**config.mk**
```make
export PLATFORM = sky130hd
export DESIGN_NAME = comms_frame_rx
export DESIGN_NICKNAME = d
export VERILOG_FILES = /design/src/rtl/comms_frame_rx.sv
export SDC_FILE = /design/constraint.sdc
export NUM_CORES = 1
export LEC_CHECK = 0
export BUFFER_PORTS_ARGS = -buffer_cell sky130_fd_sc_hd__buf_2
export CELL_PAD_IN_SITES_DETAIL_PLACEMENT = 1
export CELL_PAD_IN_SITES_GLOBAL_PLACEMENT = 2
export CORE_UTILIZATION = 41
export DETAILED_ROUTE_END_ITERATION = 10
export PLACE_DENSITY_LB_ADDON = 0.1
export SYNTH_ARGS = -nofsm -noshare
export SYNTH_HDL_FRONTEND = slang
export SYNTH_SLANG_ARGS = --single-unit
```
**constraint.sdc**
```tcl
create_clock -name clk_bar -period 3 [get_ports clk_bar]
set_clock_uncertainty 0.2 [all_clocks]
set_input_delay 0.75 -clock clk_bar [delete_from_list [all_inputs] [get_ports clk_bar]]
set_output_delay 0.75 -clock clk_bar [all_outputs]
set_load 0.05 [all_outputs]
```
**src/rtl/comms_frame_rx.sv**
```systemverilog
// rtl/comms_frame_rx.sv - framed receive stage: SOF/length/payload/checksum parse, buffered drain
// Optional checksum byte and CHK state enabled by defining COMMS_RX_CHECKSUM_EN.
module comms_frame_rx #(
    parameter int         MAX_LEN = 16,
    parameter logic [7:0] SOF     = 8'hA5
) (
    input  logic       clk_bar,
    input  logic       clr_bar,
    input  logic       rx_valid,
    input  logic [7:0] rx_data,
    output logic       out_valid,
    output logic [7:0] out_data,
    output logic       out_last,
    input  logic       out_ready,
    output logic       frame_ok,
    output logic       frame_err,
    output logic [1:0] err_code,
    output logic       busy
);
    localparam int         AW    = (MAX_LEN > 1) ? $clog2(MAX_LEN) : 1;
    localparam logic [7:0] MAX_L = 8'(MAX_LEN);

    typedef enum logic [2:0] {IDLE, LEN, PAYLOAD, CHK, DRAIN} state_t;

    state_t     state, state_nxt;
    logic [7:0] buffer [MAX_LEN];
    logic [7:0] len, idx, rd;
    logic       ovr;
    logic       ok_nxt, err_nxt;
    logic [1:0] code_nxt;
    logic       xfer;
`ifdef COMMS_RX_CHECKSUM_EN
    logic [7:0] csum;
`endif

    assign out_valid = (state == DRAIN);
    assign out_data  = out_valid ? buffer[rd[AW-1:0]] : 8'h00;
    assign out_last  = out_valid && (rd == len - 8'd1);
    assign busy      = (state != IDLE);
    assign xfer      = out_valid && out_ready;

    always_comb begin
        state_nxt = state;
        ok_nxt    = 1'b0;
        err_nxt   = 1'b0;
        code_nxt  = err_code;
        case (state)
            IDLE: if (rx_valid && rx_data == SOF) state_nxt = LEN;
            LEN: begin
                if (rx_valid) begin
                    if (rx_data == 8'd0 || rx_data > MAX_L) begin
                        err_nxt   = 1'b1;
                        code_nxt  = 2'b01;
                        state_nxt = IDLE;
                    end else begin
                        state_nxt = PAYLOAD;
                    end
                end
            end
            PAYLOAD: begin
                if (rx_valid && idx == len - 8'd1) begin
`ifdef COMMS_RX_CHECKSUM_EN
                    state_nxt = CHK;
`else
                    state_nxt = DRAIN;
                    ok_nxt    = 1'b1;
`endif
                end
            end
            CHK: begin
`ifdef COMMS_RX_CHECKSUM_EN
                if (rx_valid) begin
                    if (rx_data == csum) begin
                        ok_nxt    = 1'b1;
                        state_nxt = DRAIN;
                    end else begin
                        err_nxt   = 1'b1;
                        code_nxt  = 2'b10;
                        state_nxt = IDLE;
                    end
                end
`else
                state_nxt = IDLE;
`endif
            end
            DRAIN: begin
                // Bytes arriving while draining are dropped; only the first one is reported.
                if (rx_valid && !ovr) begin
                    err_nxt  = 1'b1;
                    code_nxt = 2'b11;
                end
                if (xfer && out_last) state_nxt = IDLE;
            end
            default: state_nxt = IDLE;
        endcase
    end

    always_ff @(posedge clk_bar or negedge clr_bar) begin
        if (!clr_bar) begin
            state     <= IDLE;
            frame_ok  <= 1'b0;
            frame_err <= 1'b0;
            err_code  <= 2'b00;
            len       <= 8'd0;
            idx       <= 8'd0;
            rd        <= 8'd0;
            ovr       <= 1'b0;
`ifdef COMMS_RX_CHECKSUM_EN
            csum      <= 8'd0;
`endif
        end else begin
            state     <= state_nxt;
            frame_ok  <= ok_nxt;
            frame_err <= err_nxt;
            err_code  <= code_nxt;
            if (state == LEN && rx_valid) begin
                len <= rx_data;
                idx <= 8'd0;
`ifdef COMMS_RX_CHECKSUM_EN
                csum <= rx_data;
`endif
            end
            if (state == PAYLOAD && rx_valid) begin
                idx <= idx + 8'd1;
`ifdef COMMS_RX_CHECKSUM_EN
                csum <= csum ^ rx_data;
`endif
            end
            if (state != DRAIN && state_nxt == DRAIN) begin
                rd  <= 8'd0;
                ovr <= 1'b0;
            end else if (state == DRAIN) begin
                if (rx_valid) ovr <= 1'b1;
                if (xfer) rd <= rd + 8'd1;
            end
        end
    end

    always_ff @(posedge clk_bar) begin
        if (state == PAYLOAD && rx_valid) buffer[idx[AW-1:0]] <= rx_data;
    end
endmodule

```
==> Word level (Yosys, flattened, before mapping) <==
Memory sizes are Yosys's and may differ from the RTL's.
Index checks and enable logic that the tools add are counted.
{ "classes": {"order_cmp": 1, "eq_ne": 11, "n_mux": 27, "reduce_logical": 22, "add_sub_neg": 3} }
{ "ops": {"columns": ["cell", "n"], "rows": [
  ["2-to-1 mux 8 bit", 6],
  ["adder 8 x 1 -> 8 bit (second input constant)", 2],
  ["equality test 8 bit", 2],
  ["2-to-1 mux 3 bit", 4],
  ["one-hot mux 3 bit (4 select lines)", 1],
  ["2-to-1 mux 1 bit", 10],
  ["nonzero test 2 bit", 5],
  ["logical AND 1 bit", 9],
  ["equality test 8 bit (second input constant)", 1],
  ["> comparator 8 x 5 -> 1 bit (second input constant)", 1],
  ["logical NOT 8 bit", 1],
  ["2-to-1 mux 2 bit", 4],
  ["subtractor 8 x 1 -> 8 bit (second input constant)", 1],
  ["equality test 3 bit (second input constant)", 2],
  ["inequality test 2 bit (second input constant)", 2],
  ["one-hot mux 2 bit (2 select lines)", 1],
  ["AND reduction 2 bit", 2],
  ["AND reduction 4 bit", 1],
  ["equality test 3 x 1 -> 1 bit (second input constant)", 1],
  ["equality test 3 x 2 -> 1 bit (second input constant)", 1],
  ["logical NOT 3 bit", 1],
  ["inequality test 3 bit (second input constant)", 1],
  ["nonzero test 3 bit", 1],
  ["inequality test 2 x 1 -> 1 bit (second input constant)", 1],
  ["other kinds (3)", 3]
]} }
{ "word_totals": {"mem_bits_rw": 128, "output_inout_bits": 15, "n_memories": 1, "in_bits": 12, "register_bits": 32, "word_cells": 73} }
{ "mem_list": {"columns": ["name", "depth", "word_bits", "rd", "rd_ports_with_merged_regs", "write_ports", "line_no", "source"], "rows": [
  ["buffer", 16, 8, 1, 0, 1, "26", "logic [7:0] buffer [MAX_LEN];"]
]} }

==> Longest topological paths before layout <==
Gate-level depths: netlist of the first run.
{ "depth": {"depth_word": 10, "ltp_mapped": 8, "depth_no_buf": 7} }

==> Least setup slack after synthesis of the first run <==
OpenSTA, ideal clock, no wires.
{ "synth_path": {"kind": "register -> output", "start": "register len[0]", "end": "output out_last", "path_stages_with_launch": 7, "slack_ns": -1.005, "required_ns": 2.050, "path_buffers": 0, "t_arrival_ns": 3.055, "cell_sequence": "dfrtp_1 inv_1 ha_1 xor3_4 nor4_1 nand2_1 nor4bb_1"} }
{ "synth_via": {"elab_chain_cells": 3} }
{ "synth_lines": {"columns": ["element", "line_no", "source"], "rows": [
  ["start: declaration", "27", "logic [7:0] len, idx, rd;"],
  ["start signal: assignment", "117", "len <= rx_data;"],
  ["subtractor 8 x 1 -> 8 bit", "38", "assign out_last = out_valid && (rd == len - 8'd1);"],
  ["equality test 8 bit", "38", null],
  ["logical AND 1 bit", "38", null],
  ["end: declaration", "13", "output logic out_last,"]
]} }
Every way passes these cells.

==> Final worst setup path of the first run <==
{ "layout_path": {"start": "register rd[0]", "end": "output out_data[1]"} }
{ "layout_via": {"elab_chain_cells": 2} }
{ "layout_lines": {"columns": ["element", "line_no", "source"], "rows": [
  ["start: declaration", "27", null],
  ["start signal: assignment", "134", "if (xfer) rd <= rd + 8'd1;"],
  ["memory read (16 x 8 bit)", null, null],
  ["2-to-1 mux 8 bit", "37", "assign out_data = out_valid ? buffer[rd[AW-1:0]] : 8'h00;"],
  ["end: declaration", "12", "output logic [7:0] out_data,"]
]} }
Every way passes these cells.

==> results of run 1 <==
[where the power goes]
| part | switching, uW | leakage, uW | internal, uW |
|---|---|---|---|
| clock | 912 | 0.000268 | 1070 |
| combinational | 670 | 0.00121 | 670 |
| sequential | 31.7 | 0.00155 | 2430 |
[sequential cells by signal, summed over array words and instances (netlist names)]
register,count
buffer,128
idx,8
len,8
rd,8
state,3
err_code,2
frame_err,1
frame_ok,1
ovr,1
[final cells by class]
type	count	area, um2
Clock buffer	17	425.4
Tap cell	220	275.3
Sequential cell	160	4647
Timing Repair Buffer	72	585.6
Clock inverter	15	112.6
Multi-Input combinational cell	222	2212
Inverter	10	37.54
Fill cell	1579	8229
[cell usage in the layout, fill, tap and decap left out, types with 6 or more instances in the layout]
| cell type | instances |
|---|---|
| buf_2 | 17 |
| dfrtp_1 | 30 |
| nand3_1 | 11 |
| o21ai_0 | 11 |
| nand2_1 | 35 |
| mux4_2 | 40 |
| clkbuf_16 | 17 |
| xor2_1 | 6 |
| nor3_1 | 14 |
| inv_1 | 8 |
| edfxtp_1 | 128 |
| and2_4 | 8 |
| nor2_1 | 24 |
| buf_6 | 8 |
| a21oi_1 | 7 |
| buf_4 | 42 |
[stage by stage]
stage               hold WS, ns    util
floorplan                0.2544       -
global placement         0.2472  0.4627
global route             0.2476  0.5020
detailed placement       0.2494  0.4627
CTS                      0.2135  0.5013
finish                   0.1866  0.5020
[what timing repair did]
action	4_1_cts	5_1_grt
buffers inserted	2	0
cloned	0	0
setup endpoints to repair	9	9
gates resized for setup	30	2
pin swaps	5	1
[metal layers]
layer,vias to the layer above,part of all wire,routed length (um)
li1,1750,-,-
met1,2017,0.46,7716
met2,84,0.48,8048
met3,17,0.052,884
met4,0,0.012,196
met5,-,0,0
[cells by family after synthesis]
logic type	count (synthesis)
DFF	160
and+or+nand+nor	124
muxes	44
buffers and inverters	30
AOI/OAI and AO/OA	28
xor gates and xnor gates	20
adders and majority gates	6
[worst paths after layout]
path	start	end	slack [ns]
setup reg to reg	len[1]	rd[0]	0.33
hold reg to reg	err_code[0]	err_code[0]	0.27
min in group clk_bar	err_code[0]	err_code[0]	0.27
hold / removal	clr_bar	rd[7]	0.19
max in group asynchronous	clr_bar	rd[0]	1.86
setup / recovery	rd[0]	out_data[1]	-0.36
==> results.txt, run 1 <==
status: finished, violations left
failing checks: setup timing
H-tree levels: 4
Root Buffer: clkbuf_16
GP Congestion: 0.7304
maximum clock rate: 297.8 MHz
gr busiest metal: met2
critical path fanouts, max: 17
area leader, netlist: edfxtp_1
asr flop ratio synth: 0.2000
XOR/XNOR Fraction of Synth Area: 0.04224
port bufs: 26
layout overhead on the synthesized area: 19.68%
# rows: 47
Worst setup EP type: primary output
Syn Area/Cell: 16.82 um2
minimum clock period: 3.358 ns
number of flops mapped to enable cells by yosys: 128
area share of fa/ha/maj cells after synthesis: 0.01083
DRT Pass-1 Iters: 4
Slew headroom: 0.4800
drc violations: 0
Clock transition at path regs: 0.07 ns
antenna violations before repair: 0
vias in the first global route: 4090
RSZ-0062 raised after global routing: true
CTS sink cnt: 160
reg2reg path depth: 9
synth cell count leaders: 128 x edfxtp_1, 40 x mux4_2, 35 x nand2_1, 32 x dfrtp_1, 24 x nor2_1
fin cells: 716
worst slew pin tran: 0.7801 ns
Place WS: 0.005185 ns
hpwl dp: 11070 um
register area share after synthesis: 0.6700
detailed-route via count: 3868
Synth Instances: 412
post-synthesis simple-gate area fraction: 0.09440
Synth Warn #: 0
Final #Nets: 501
CP Launch Type: flip-flop
Die Wd: 132.0 um
# IOs: 27
mux cell area share after synthesis: 0.1357
largest net degree at the start of global routing: 38
die area: 0.01743 mm2
top-area cell type share of the netlist area: 0.5545
Post-CTS Hold Fix Bufs: 0
number of antenna repair diodes: 0
cts bufs inserted: 17
largest family of logic cells by synthesized area: multiplexers
mapped cell area: 0.006932 mm2
max-cap violation count: 0
Critical Path Stages: 5
Synth area leaders: edfxtp_1 55%, mux4_2 13%, dfrtp_1 12%
CP max-delay cell: mux4_2
Final Hold Vio Count: 0
Critical Path RT: 2.05 ns
first-pass GRT wire length: 25790 um
GR met1 Demand/Resource: 0.2966
CP bufs+invs: 2
post-place instance area: 0.007646 mm2
fin crit share: 1.119
GR Overflow Total: 0
slowest stage delay, CP: 0.55 ns
WL per Instance: 23.53 um
met2 usage: 0.3266
Final Power: 5776 uW
fraction of layout cells with a size suffix above 1: 0.3387
CP most frequent cell: mux4_2
gr usage total: 0.2092
Hold Crit Class: in -> async
PD cells: 696.3 mW/mm2
Slew Viols, Final: 0
peak supply drop: 0.4146 mV
Vert. Die Dim: 132.0 um
cell family with most CP delay: multiplexers
Setup Viol. Count Final: 9
CTS tree: yes
final setup TNS: -2.917 ns
Initial Util: 0.4195
critical path data arrival time: 2.41 ns
Core Area: 0.01652 mm2
worst setup margin: -0.3579 ns
WL final: 16850 um
ANT nets after route: 0
most numerous cell in the Yosys netlist: edfxtp_1
post-synthesis cell type count: 47
met3 Use GR: 0.03960
initial DRC count: 231
CTS Buffer Depth: 2
DR vias/cell: 5.402
CP Cell Sequence: buf_12, mux4_2, mux4_2, and2_4, buf_6
syn nets: 430
synthesized flop and latch total: 160
Synth Area in Compound Gates: 0.02473
Synth Flop Type: edfxtp_1
critical path class: reg -> out
Static Leakage: 0.003028 uW
Final Instance Area: 0.008295 mm2
Clock Latency Late Sink: 0.43 ns
Inst Count DP: 682
Note: power is estimated with default switching activity, not from simulation.
==> inputs of run 2 (changes only) <==
- CORE_MARGIN: default -> 1.5
- CTS_BUF_LIST: default -> sky130_fd_sc_hd__clkbuf_8
==> results.txt, run 2 (same netlist as run 1, synthesis figures left out) <==
status: finished, violations left
failing checks: setup timing
layout overhead on the synthesized area: 17.85%
CP most frequent cell: mux4_2
PD cells: 643.8 mW/mm2 (-7.5%)
maximum clock rate: 296.5 MHz (-0.44%)
vias in the first global route: 4275 (+4.5%)
most common cell after layout, fill and taps aside: edfxtp_1
Layout fillers: 1603 (+1.5%)
Final Hold Vio Count: 0 (unchanged)
Slew headroom: 0.4808 (+0.0008020)
Initial Util: 0.4195 (unchanged)
ANT nets after route: 0 (unchanged)
Static Leakage: 0.002985 uW (-1.4%)
DR vias/cell: 5.454 (+0.97%)
met3 routed wirelength: 1008 um (+14%)
final setup TNS: -3.079 ns (-0.1627 ns)
critical path data arrival time: 2.42 ns (about the same)
# rows: 47 (unchanged)
critical path class: reg -> out
Slew Viols, Final: 0 (unchanged)
Core Area: 0.01652 mm2 (unchanged)
Die Wd: 133.0 um (+0.76%)
gr usage total: 0.2101 (+0.0009418)
Clock transition at path regs: 0.08 ns (about the same)
CP Launch Type: flip-flop
detailed-route via count: 3949 (+2.1%)
RSZ-0062 raised after global routing: true
minimum clock period: 3.373 ns (+0.01487 ns)
GP Congestion: 0.7693 (+5.3%)
critical path fanouts, max: 13 (-4)
fraction of power spent switching nets: 0.2863 (+0.006934)
Vert. Die Dim: 133.0 um (+0.76%)
commonest cells after routing, fill and taps aside: 128 x edfxtp_1, 49 x buf_4, 40 x mux4_2, 34 x nand2_1, 31 x dfrtp_1
WL per Instance: 23.84 um (+1.3%)
port bufs: 26 (unchanged)
worst setup margin: -0.3728 ns (-0.01487 ns)
fraction of layout cells with a size suffix above 1: 0.3452 (+0.006528)
Detail Route met2 WL: 8036 um (-0.15%)
CP Cell Sequence: buf_12, mux4_2, mux4_2, and2_4, buf_6
cell family with most CP delay: multiplexers
cts bufs inserted: 17 (unchanged)
met1 wire length: 7971 um (+3.3%)
antenna violations before repair: 0 (unchanged)
clock share of power: 0.275 (-0.068)
Setup Viol. Count Final: 9 (unchanged)
Combinational Power Share: 0.257 (+0.025)
Clock Latency Late Sink: 0.44 ns (about the same)
CTS tree: yes
Inst Count DP: 683 (+0.15%)
GR Overflow Total: 0 (unchanged)
WL final: 17260 um (+2.5%)
slowest stage delay, CP: 0.53 ns (-0.02 ns)
Worst setup EP type: primary output
DRT Pass-1 Iters: 4 (unchanged)
largest net degree at the start of global routing: 38 (unchanged)
# IOs: 27 (unchanged)
peak supply drop: 0.3188 mV (-23%)
worst slew pin tran: 0.7789 ns (-0.001204 ns)
NetSw: 1506 uW (-6.7%)
drc violations: 0 (unchanged)
Reg power frac: 0.467 (+0.042)
max-cap violation count: 0 (unchanged)
Root Buffer: clkbuf_8
first-pass GRT wire length: 26470 um (+2.6%)
Critical Path RT: 2.05 ns (about the same)
top sig layer: met4
Hold Crit Class: in -> async
die area: 0.01770 mm2 (+1.5%)
CP bufs+invs: 2 (unchanged)
fin cells: 724 (+1.1%)
Place WS: -0.001784 ns (-0.006969 ns)
number of antenna repair diodes: 0 (unchanged)
Largest register FFs: 128 (unchanged)
CTS sink cnt: 160 (unchanged)
Pint: 3754 uW (-9.8%)
hpwl dp: 11380 um (+2.8%)
initial DRC count: 296 (+28%)
CTS Buffer Depth: 2 (unchanged)
Final #Nets: 510 (+1.8%)
CP max-delay cell: mux4_2
fin crit share: 1.124 (+0.004957)
H-tree levels: 4 (unchanged)
## run 2: per-layer routing
| layer | track usage | vias to the layer above |
|---|---|---|
| met2 | 0.3241 | 100 |
| met3 | 0.05134 | 18 |
| met1 | 0.2996 | 2074 |
| met4 | 0.05861 | 0 |
| li1 | - | 1757 |
| met5 | 0 | - |
## run 2: stage by stage
stage	hold WS [ns]	area (um2)	utilization	power, uW
floorplan	0.2544	6975	-	3410
global placement	0.2484	7641	0.4624	3722
detailed placement	0.2493	7641	0.4624	3741
CTS	0.1976	8195	0.4959	5383
global route	0.2125	8169	0.4944	5471
finish	0.1677	8169	0.4944	5259
## run 2: repair_timing
| action | CTS | global route |
|---|---|---|
| buffers inserted | 7 | 3 |
| cloned | 2 | 0 |
| pin swaps | 5 | 5 |
| endpoints found under the setup margin | 9 | 9 |
| gates resized for setup | 34 | 2 |
| hold buffers | 0 | 0 |
## run 2: final timing paths
| kind | from | cells after the start | slack, ns | to |
|---|---|---|---|---|
| min in group clk_bar | err_code[0] | 1 | 0.27 | err_code[0] |
| hold reg to reg | err_code[0] | 1 | 0.27 | err_code[0] |
| setup / recovery | rd[0] | 5 | -0.37 | out_data[3] |
| max in group asynchronous | clr_bar | 1 | 1.88 | rd[0] |
| setup reg to reg | len[1] | 9 | 0.37 | rd[0] |
| hold / removal | clr_bar | 1 | 0.17 | rd[6] |
## run 2: area by class of cell
| class | instances | area [um2] | share of cell area |
|---|---|---|---|
| sequential | 160 | 4646 | 0.5687 |
| multi-input combinational | 222 | 2210 | 0.2705 |
| timing repair buffer | 81 | 651.9 | 0.07980 |
| tap | 220 | 275.3 | 0.03370 |
| clock buffer | 17 | 234.0 | 0.02864 |
| clock inverter | 14 | 115.1 | 0.01409 |
| inverter | 10 | 37.54 | 0.004595 |
## run 2: power groups by stage
stage                     registers, uW  logic (uW)  clock network [uW]
after global routing               2460        1440                1570
after CTS                          2460        1430                1490
after floorplan                    2500         908                   0
after global placement             2500        1220                   0
final                              2460        1350                1450
after detailed placement           2500        1240                   0
